==> config.mk <==
export PLATFORM = sky130hd
export DESIGN_NAME = filt_drv
export DESIGN_NICKNAME = d
export VERILOG_FILES = /design/src/rtl/filt_pkg.sv /design/src/rtl/filt_drv.sv
export SDC_FILE = /design/constraint.sdc
export NUM_CORES = 1
export LEC_CHECK = 0
export ABC_AREA = 0
export CORE_AREA = 5 5 42 44
export DETAILED_ROUTE_END_ITERATION = 10
export DIE_AREA = 0 0 47 49
export PLACE_DENSITY = 0.75
export SYNTH_ARGS = -nofsm -noshare
export SYNTH_HDL_FRONTEND = slang
export SYNTH_SLANG_ARGS = --single-unit
==> constraint.sdc <==
create_clock -name clk -period 1.4 [get_ports clk]
set_input_delay 0.28 -clock clk [delete_from_list [all_inputs] [get_ports clk]]
set_output_delay 0.28 -clock clk [all_outputs]
set_load 0.02 [all_outputs]
==> src/rtl/filt_pkg.sv <==
// Shared definitions for the filtered single-wire control line: command
// encodings and the driver state enum.
package filt_pkg;

    localparam logic [1:0] OP_SET0  = 2'd0;
    localparam logic [1:0] OP_SET1  = 2'd1;
    localparam logic [1:0] OP_PULSE = 2'd2;
    localparam logic [1:0] OP_NOP   = 2'd3;

    // ST_P_PRE is the forced low phase that precedes a pulse started while the line is high
    typedef enum logic [2:0] {
        ST_IDLE,
        ST_HOLD,
        ST_P_PRE,
        ST_P_HI,
        ST_P_LO
    } state_e;

endpackage

==> src/rtl/filt_drv.sv <==
// Line driver: turns single-cycle commands into a level waveform in which
// each driven level persists for at least HOLD cycles. A downstream
// N-sample glitch filter therefore passes every commanded transition.
module filt_drv
    import filt_pkg::*;
#(
    parameter int unsigned HOLD = 4
) (
    input  logic       clk,
    input  logic       rst,
    input  logic       cmd_valid,
    input  logic [1:0] cmd_op,
    output logic       cmd_ready,
    output logic       o,
    output logic       busy,
    output logic       done
);

    localparam int unsigned  CW       = (HOLD > 1) ? $clog2(HOLD) : 1;
    localparam logic [CW-1:0] CNT_LOAD = CW'(HOLD - 1);
    localparam logic [CW-1:0] CNT_ONE  = CW'(1);

    state_e        r_state, w_state_d;
    logic [CW-1:0] r_cnt, w_cnt_d;
    logic          r_o, w_o_d;
    logic          r_done, w_done_d;
    logic          w_cnt_zero;
    logic          w_take;

    assign w_cnt_zero = (r_cnt == '0);
    assign cmd_ready  = (r_state == ST_IDLE) ||
                        (((r_state == ST_HOLD) || (r_state == ST_P_LO)) && w_cnt_zero);
    assign busy       = (r_state != ST_IDLE);
    assign o          = r_o;
    assign done       = r_done;

    // Next-state: hold-counter sequencing, then command processing as from idle
    always_comb begin
        w_state_d = r_state;
        w_cnt_d   = r_cnt;
        w_o_d     = r_o;
        w_done_d  = 1'b0;
        w_take    = 1'b0;

        case (r_state)
            ST_IDLE: begin
                w_take = cmd_valid;
            end
            ST_HOLD, ST_P_LO: begin
                if (!w_cnt_zero) begin
                    w_cnt_d = r_cnt - CNT_ONE;
                    // Raised on the edge reaching zero so done coincides with cmd_ready
                    if (r_cnt == CNT_ONE) begin
                        w_done_d = 1'b1;
                    end
                end else begin
                    w_state_d = ST_IDLE;
                    w_take    = cmd_valid;
                end
            end
            ST_P_PRE: begin
                if (!w_cnt_zero) begin
                    w_cnt_d = r_cnt - CNT_ONE;
                end else begin
                    w_o_d     = 1'b1;
                    w_cnt_d   = CNT_LOAD;
                    w_state_d = ST_P_HI;
                end
            end
            ST_P_HI: begin
                if (!w_cnt_zero) begin
                    w_cnt_d = r_cnt - CNT_ONE;
                end else begin
                    w_o_d     = 1'b0;
                    w_cnt_d   = CNT_LOAD;
                    w_state_d = ST_P_LO;
                end
            end
            default: begin
                w_state_d = ST_IDLE;
                w_cnt_d   = '0;
            end
        endcase

        if (w_take) begin
            unique case (cmd_op)
                OP_SET0, OP_SET1: begin
                    if (cmd_op[0] != r_o) begin
                        w_o_d     = cmd_op[0];
                        w_cnt_d   = CNT_LOAD;
                        w_state_d = ST_HOLD;
                    end else begin
                        w_state_d = ST_IDLE;
                        w_cnt_d   = '0;
                        w_done_d  = 1'b1;
                    end
                end
                OP_PULSE: begin
                    // A pulse from a high line first needs a full low phase
                    w_o_d     = ~r_o;
                    w_cnt_d   = CNT_LOAD;
                    w_state_d = r_o ? ST_P_PRE : ST_P_HI;
                end
                OP_NOP: begin
                    w_state_d = ST_IDLE;
                    w_cnt_d   = '0;
                    w_done_d  = 1'b1;
                end
            endcase
        end
    end

    // State, counter, line and completion registers
    always_ff @(posedge clk or posedge rst) begin
        if (rst) begin
            r_state <= ST_IDLE;
            r_cnt   <= '0;
            r_o     <= 1'b0;
            r_done  <= 1'b0;
        end else begin
            r_state <= w_state_d;
            r_cnt   <= w_cnt_d;
            r_o     <= w_o_d;
            r_done  <= w_done_d;
        end
    end

endmodule

==> flow_metrics.tcl, run 1 <==
set metrics [dict create \
    cpMostUsedCell "inv_2" \
    use_met2_pct 31.0 \
    p_total_mw 2.22 \
    fmax_mhz 583 \
    cp-end-kind "primary output" \
    htreeDepth 1 \
    drv_slew 0 \
    cts_tree "built" \
    maxSlewHeadroom_pct 71.8 \
    via_per_inst 5.43 \
    cts-buffers-inserted 3 \
    ys_seq_elements 7 \
    power_leakage_nw 0.419 \
    final.period_utilization_pct 123 \
    ir_worst_vdd_mv 1.16 \
    power_density_mw_per_mm2 2380 \
    io_buffers 8 \
    clk_path_buf_depth 2 \
    synthDistinctLibCells 32 \
    clockRootBuffer "clkbuf_4" \
    final_common_cell "buf_4" \
    met3_usage_pct 5.54 \
    crit_path_start_kind "register" \
    drt_wl_total_mm 1.76 \
    rsz0062_at_grt "true" \
    drv_cap 0 \
    antenna_found_initial 0 \
    cp_slowest_cell "dfrtp_1" \
    wl_per_cell_um 15.4 \
    syn_area_per_cell_um2 8.66 \
    nets 107 \
    violations "negative setup slack" \
    cts_sinks 7 \
    synthesis.nets 73 \
    crit_required_ns 1.12 \
    dr.first_iter.drc_count 6 \
    grt_pass1_vias 646 \
    crit_chain "inv_2 > ha_4 > inv_2 > maj3_2 > nor2_4 > buf_6" \
    yosysSeqAreaShare_pct 31.1 \
    max_slew.worst_pin.slew_ns 0.420 \
    drive_gt1_share_pct 48.0 \
    fin_worst_skew_ns 0.00408 \
    grt_use_met1_pct 17.6 \
    areaGrowthSynthToFinish_pct 65.8 \
    die-width_um 47 \
    dp_hpwl_mm 1.18 \
    grt_overflow 0 \
    path_class "reg2out" \
    fin_crit_ns 1.72 \
    grt_pass1_wl_mm 2.82 \
    groute.usage.overall_pct 17.2 \
    fp.coreArea_mm2 0.00140 \
    place_area_um2 795 \
    r2r_setup_slack_ns -0.18 \
    ios 9 \
    final_cell_mix "23 x buf_4, 6 x nand2_1, 6 x dfrtp_1" \
    path_max_fanout 2 \
    hold_viol 0 \
    setup_violations 8 \
    antenna_cells 0 \
    cpPeakStageDelay_ns 0.40 \
    fin_ws_ns -0.315 \
    yosys_warnings 0 \
    fillCellCount 124 \
    status "complete, but fails checks" \
    clock_latency_ns 0.25 \
    whs_ns 0.256 \
    first_pass_iters 4 \
    arrival_ns 1.44 \
    initial_core_util_pct 40.2 \
    utilization_pct 66.6 \
    clk_pin_slew_ns 0.06 \
    drtAntennaViolNets 0 \
    hold_path_class "in2async" \
    gp_congestion 0.850 \
    syn_area_um2 563 \
    dieArea_mm2 0.00230 \
    drc 0 \
    synth_cells 65 \
    fin_area_um2 933 \
    fp-row-count 14 \
    die_height_um 49 \
    vias 619 \
    busiest_layer "met2" \
    grt_max_degree 9 \
    cts_hold_buffers 0 \
]
[final timing paths]
kind                                            from                endpoint  depth (start not counted)
worst min register to register  r_cnt[1]$_DFFE_PP0P_    r_cnt[1]$_DFFE_PP0P_                          2
worst max-delay path            r_cnt[1]$_DFFE_PP0P_               cmd_ready                          6
min in group clk                r_cnt[1]$_DFFE_PP0P_    r_cnt[1]$_DFFE_PP0P_                          2
worst max register to register  r_cnt[1]$_DFFE_PP0P_  r_state[2]$_DFFE_PP0P_                          7
worst min-delay path                             rst          done$_DFF_PP0_                          2
max in group asynchronous                        rst  r_state[2]$_DFFE_PP0P_                          2
[power by group]
part | internal [mW] | switching (mW) | leakage [nW] | total, mW
Sequential | 0.296 | 0.0798 | 0.0852 | 0.376
Combinational | 0.862 | 0.792 | 0.319 | 1.65
Clock | 0.109 | 0.0804 | 0.0150 | 0.190
[worst max-delay path: cells and delay by family (launching register included)]
family                     cells  cell delay (ns)
adders and majority gates      2             0.46
DFF                            1             0.40
buffers and inverters          3             0.23
and+or+nand+nor                1             0.09
[layer usage]
metal / wire, µm / share of wire, %
met1: 671 / 38
met2: 978 / 56
met4: 23 / 1.3
met5: 0 / 0
met3: 82 / 4.7
[logic make-up after synthesis]
family | Yosys count | synth area share (%)
fa+ha+maj | 4 | 8.67
simple gates | 22 | 22.9
flops | 7 | 31.1
xor+xnor | 3 | 4.67
compound gates | 22 | 26.2
buf+inv | 7 | 6.44
[metrics by stage]
stage	TNS [ns]	cells	worst slack [ns]
floorplan	-0.366	65	-0.105
global placement	-1.69	105	-0.532
detailed placement	-1.92	105	-0.549
CTS	-1.28	114	-0.313
global route	-1.91	114	-0.395
finish	-1.34	114	-0.315
[state kept, by name, summed over array words and instances, names as in the netlist]
signal,flops
done,1
o,1
r_cnt,2
r_state,3
[final cells by class]
class	instances	area, µm²	area share, %
multi-input combinational	51	432	46.2
timing repair buffer	32	264	28.3
sequential	7	176	18.9
clock buffer	4	26.3	2.82
tap	16	20.0	2.14
inverter	4	15.0	1.61
[cells in the mapped netlist, drive strengths merged]
cell | n | area [µm²]
o21ai | 8 | 40.0
nor3 | 1 | 5.00
o2bb2ai | 2 | 17.5
a22o | 1 | 8.76
nor2 | 5 | 18.8
nand2b | 2 | 20.0
buf | 3 | 21.3
nand4b | 1 | 8.76
o22ai | 2 | 12.5
maj3 | 1 | 11.3
o31ai | 1 | 7.51
or3 | 1 | 6.26
o311ai | 1 | 8.76
nand2 | 6 | 22.5
o22a | 1 | 8.76
inv | 4 | 15.0
xnor2 | 1 | 8.76
and2b | 2 | 15.0
or4b | 1 | 10.0
ha | 3 | 37.5
a21oi | 2 | 10.0
xor2 | 2 | 17.5
a211oi | 2 | 20.0
a31oi | 1 | 6.26
a21boi | 1 | 7.51
dfrtp | 7 | 175
nand3b | 3 | 22.5
[repair_timing]
action	CTS	global route
gates resized for setup	28	5
setup buffers	5	2
pin swaps	3	3
endpoints found under the setup margin	11	9
No activity file was read; power rests on OpenSTA's default activity.
==> inputs of run 2 (changes only) <==
--- a/config.mk
+++ b/config.mk
@@ -9,7 +9,7 @@
 export CORE_AREA = 5 5 42 44
 export DETAILED_ROUTE_END_ITERATION = 10
 export DIE_AREA = 0 0 47 49
-export PLACE_DENSITY = 0.75
+export PLACE_DENSITY = 0.72
 export SYNTH_ARGS = -nofsm -noshare
 export SYNTH_HDL_FRONTEND = slang
 export SYNTH_SLANG_ARGS = --single-unit
==> constraint.sdc (replaced) <==
create_clock -name clk -period 2.2 [get_ports clk]
set_input_delay 0.44 -clock clk [delete_from_list [all_inputs] [get_ports clk]]
set_output_delay 0.44 -clock clk [all_outputs]
set_load 0.02 [all_outputs]
==> run 2 against run 1 <==
- the flow now finishes without violations
- clock power shrank 38%
- cell count is 16% lower
- critical endpoint is now busy
- critical path depth is 4 lower
- power fell by 53%
- non-clock buffer count down 18
- register-to-register slack improved by 0.76 ns
==> flow_metrics.tcl, run 2 (same netlist as run 1, synthesis figures left out) <==
set metrics [dict create \
    clk_path_buf_depth 2 \
    power_density_mw_per_mm2 1490 \
    cts-buffers-inserted 3 \
    wl_per_cell_um 13.3 \
    fin_crit_ns 2.12 \
    cts_tree "built" \
    fp-row-count 14 \
    io_buffers 8 \
    topRoutingLayerUsed "met4" \
    hold_path_class "in2async" \
    clock_latency_ns 0.25 \
    path_class "reg2out" \
    clk_pin_slew_ns 0.05 \
    cp-end-kind "primary output" \
    top_register "r_state" \
    first_pass_iters 2 \
    post_cts_buffers 0 \
    rr_startpoint "r_cnt[0]$_DFFE_PP0P_" \
    arrival_ns 1.68 \
    crit_required_ns 1.76 \
    dp_hpwl_mm 1.00 \
    drt_wl_total_mm 1.27 \
    vias 517 \
    max_slew.worst_pin.slew_ns 0.297 \
    drv_cap 0 \
    grt_pass1_vias 496 \
    dieArea_mm2 0.00230 \
    fp.coreArea_mm2 0.00140 \
    path_max_fanout 8 \
    drtAntennaViolNets 0 \
    cts_sinks 7 \
    via_per_inst 5.39 \
    cp_slowest_cell "clkdlybuf4s50_1" \
    ir_worst_vdd_mv 0.590 \
    power_leakage_nw 0.307 \
    post-place-ws_ns 0.0418 \
    rsz0062_at_grt "false" \
    hold_viol 0 \
    cpPeakStageDelay_ns 0.55 \
    finalSetupTns_ns 0 \
    largest_registers "r_state: 3 flops, r_cnt: 2 flops" \
    drive_gt1_share_pct 17.5 \
    nets 89 \
    fmax_mhz 471 \
    antenna_cells 0 \
    dr.first_iter.drc_count 4 \
    crit_path_start_kind "register" \
    crit_chain "or3_1 > clkdlybuf4s50_1" \
    status "completed" \
    grt_pass1_wl_mm 2.10 \
    htreeDepth 1 \
    initial_core_util_pct 40.2 \
    place_area_um2 687 \
    setup_violations 0 \
    wl_met1_um 538 \
    final_cell_mix "7 x o21ai_0, 7 x dfrtp_1, 7 x clkdlybuf4s50_1" \
    clockRootBuffer "clkbuf_4" \
    fin_ws_ns 0.0770 \
    maxSlewHeadroom_pct 79.9 \
    drc 0 \
    grt_max_degree 15 \
    grt_overflow 0 \
    groute.usage.overall_pct 12.5 \
    die-width_um 47 \
    largest_register_ffs 3 \
    ios 9 \
    final.period_utilization_pct 96.5 \
    critPathLaunch "r_state[0]$_DFFE_PP0P_" \
    r2r_setup_slack_ns 0.58 \
    antenna_found_initial 0 \
    gp_congestion 0.846 \
    fin_worst_skew_ns 0.00278 \
    areaGrowthSynthToFinish_pct 25.8 \
    route.met3.wl_um 55 \
    drv_slew 0 \
    fin_area_um2 708 \
    die_height_um 49 \
    wl_met2_um 665 \
]
-- run 2: changes by cell type in the layout (fill, tap and decap cells not counted), sizes merged --
cell	previous run	this run
buf	26	6
dlygate4sd2	2	0
clkdlybuf4s50	4	7
clkbuf	4	5
-- run 2: cell type report --
class | count | area [µm²]
Fill cell | 137 | 693
Timing Repair Buffer | 14 | 120
Sequential cell | 7 | 175
Inverter | 4 | 15.0
Tap cell | 16 | 20.0
Multi-Input combinational cell | 51 | 352
Clock buffer | 4 | 26.3
-- run 2: where the power goes --
part	switching [mW]	leakage (nW)	total [mW]	internal [mW]
Combinational	0.361	0.205	0.690	0.328
Sequential	0.0576	0.0868	0.245	0.187
Clock	0.0488	0.0150	0.118	0.0693
-- run 2: path summary, 6_finish.rpt --
path                                           to  depth (start not counted)
hold reg to reg              r_cnt[1]$_DFFE_PP0P_                          1
max in group asynchronous  r_state[0]$_DFFE_PP0P_                          2
setup / recovery                             busy                          2
min in group clk             r_cnt[1]$_DFFE_PP0P_                          1
hold / removal               r_cnt[1]$_DFFE_PP0P_                          2
setup reg to reg             r_cnt[0]$_DFFE_PP0P_                          7
-- run 2: critical path: cells and delay by family (launching register included) --
| kind | cells | cell delay, ns |
|---|---|---|
| AND/OR/NAND/NOR | 1 | 0.42 |
| buffers and inverters | 1 | 0.55 |
| flip-flops | 1 | 0.46 |
-- run 2: through the flow --
stage	hold slack [ns]	power [mW]	instances	utilization, %
finish	0.411	1.05	96	50.5
global placement	0.474	0.931	92	49.0
detailed placement	0.476	0.947	92	49.0
floorplan	0.243	0.706	65	-
CTS	0.415	1.06	96	50.8
global route	0.430	1.14	96	50.5
-- run 2: metal layers --
layer,vias to the layer above,track usage (%)
met4,0,2.76
met5,-,0
li1,264,-
met2,9,20.1
met3,2,7.01
met1,242,14.0
-- run 2: what timing repair did --
action	CTS	global route
hold buffers	0	0
resized for setup	1	2
pin swaps	0	0
setup endpoints to repair	1	1
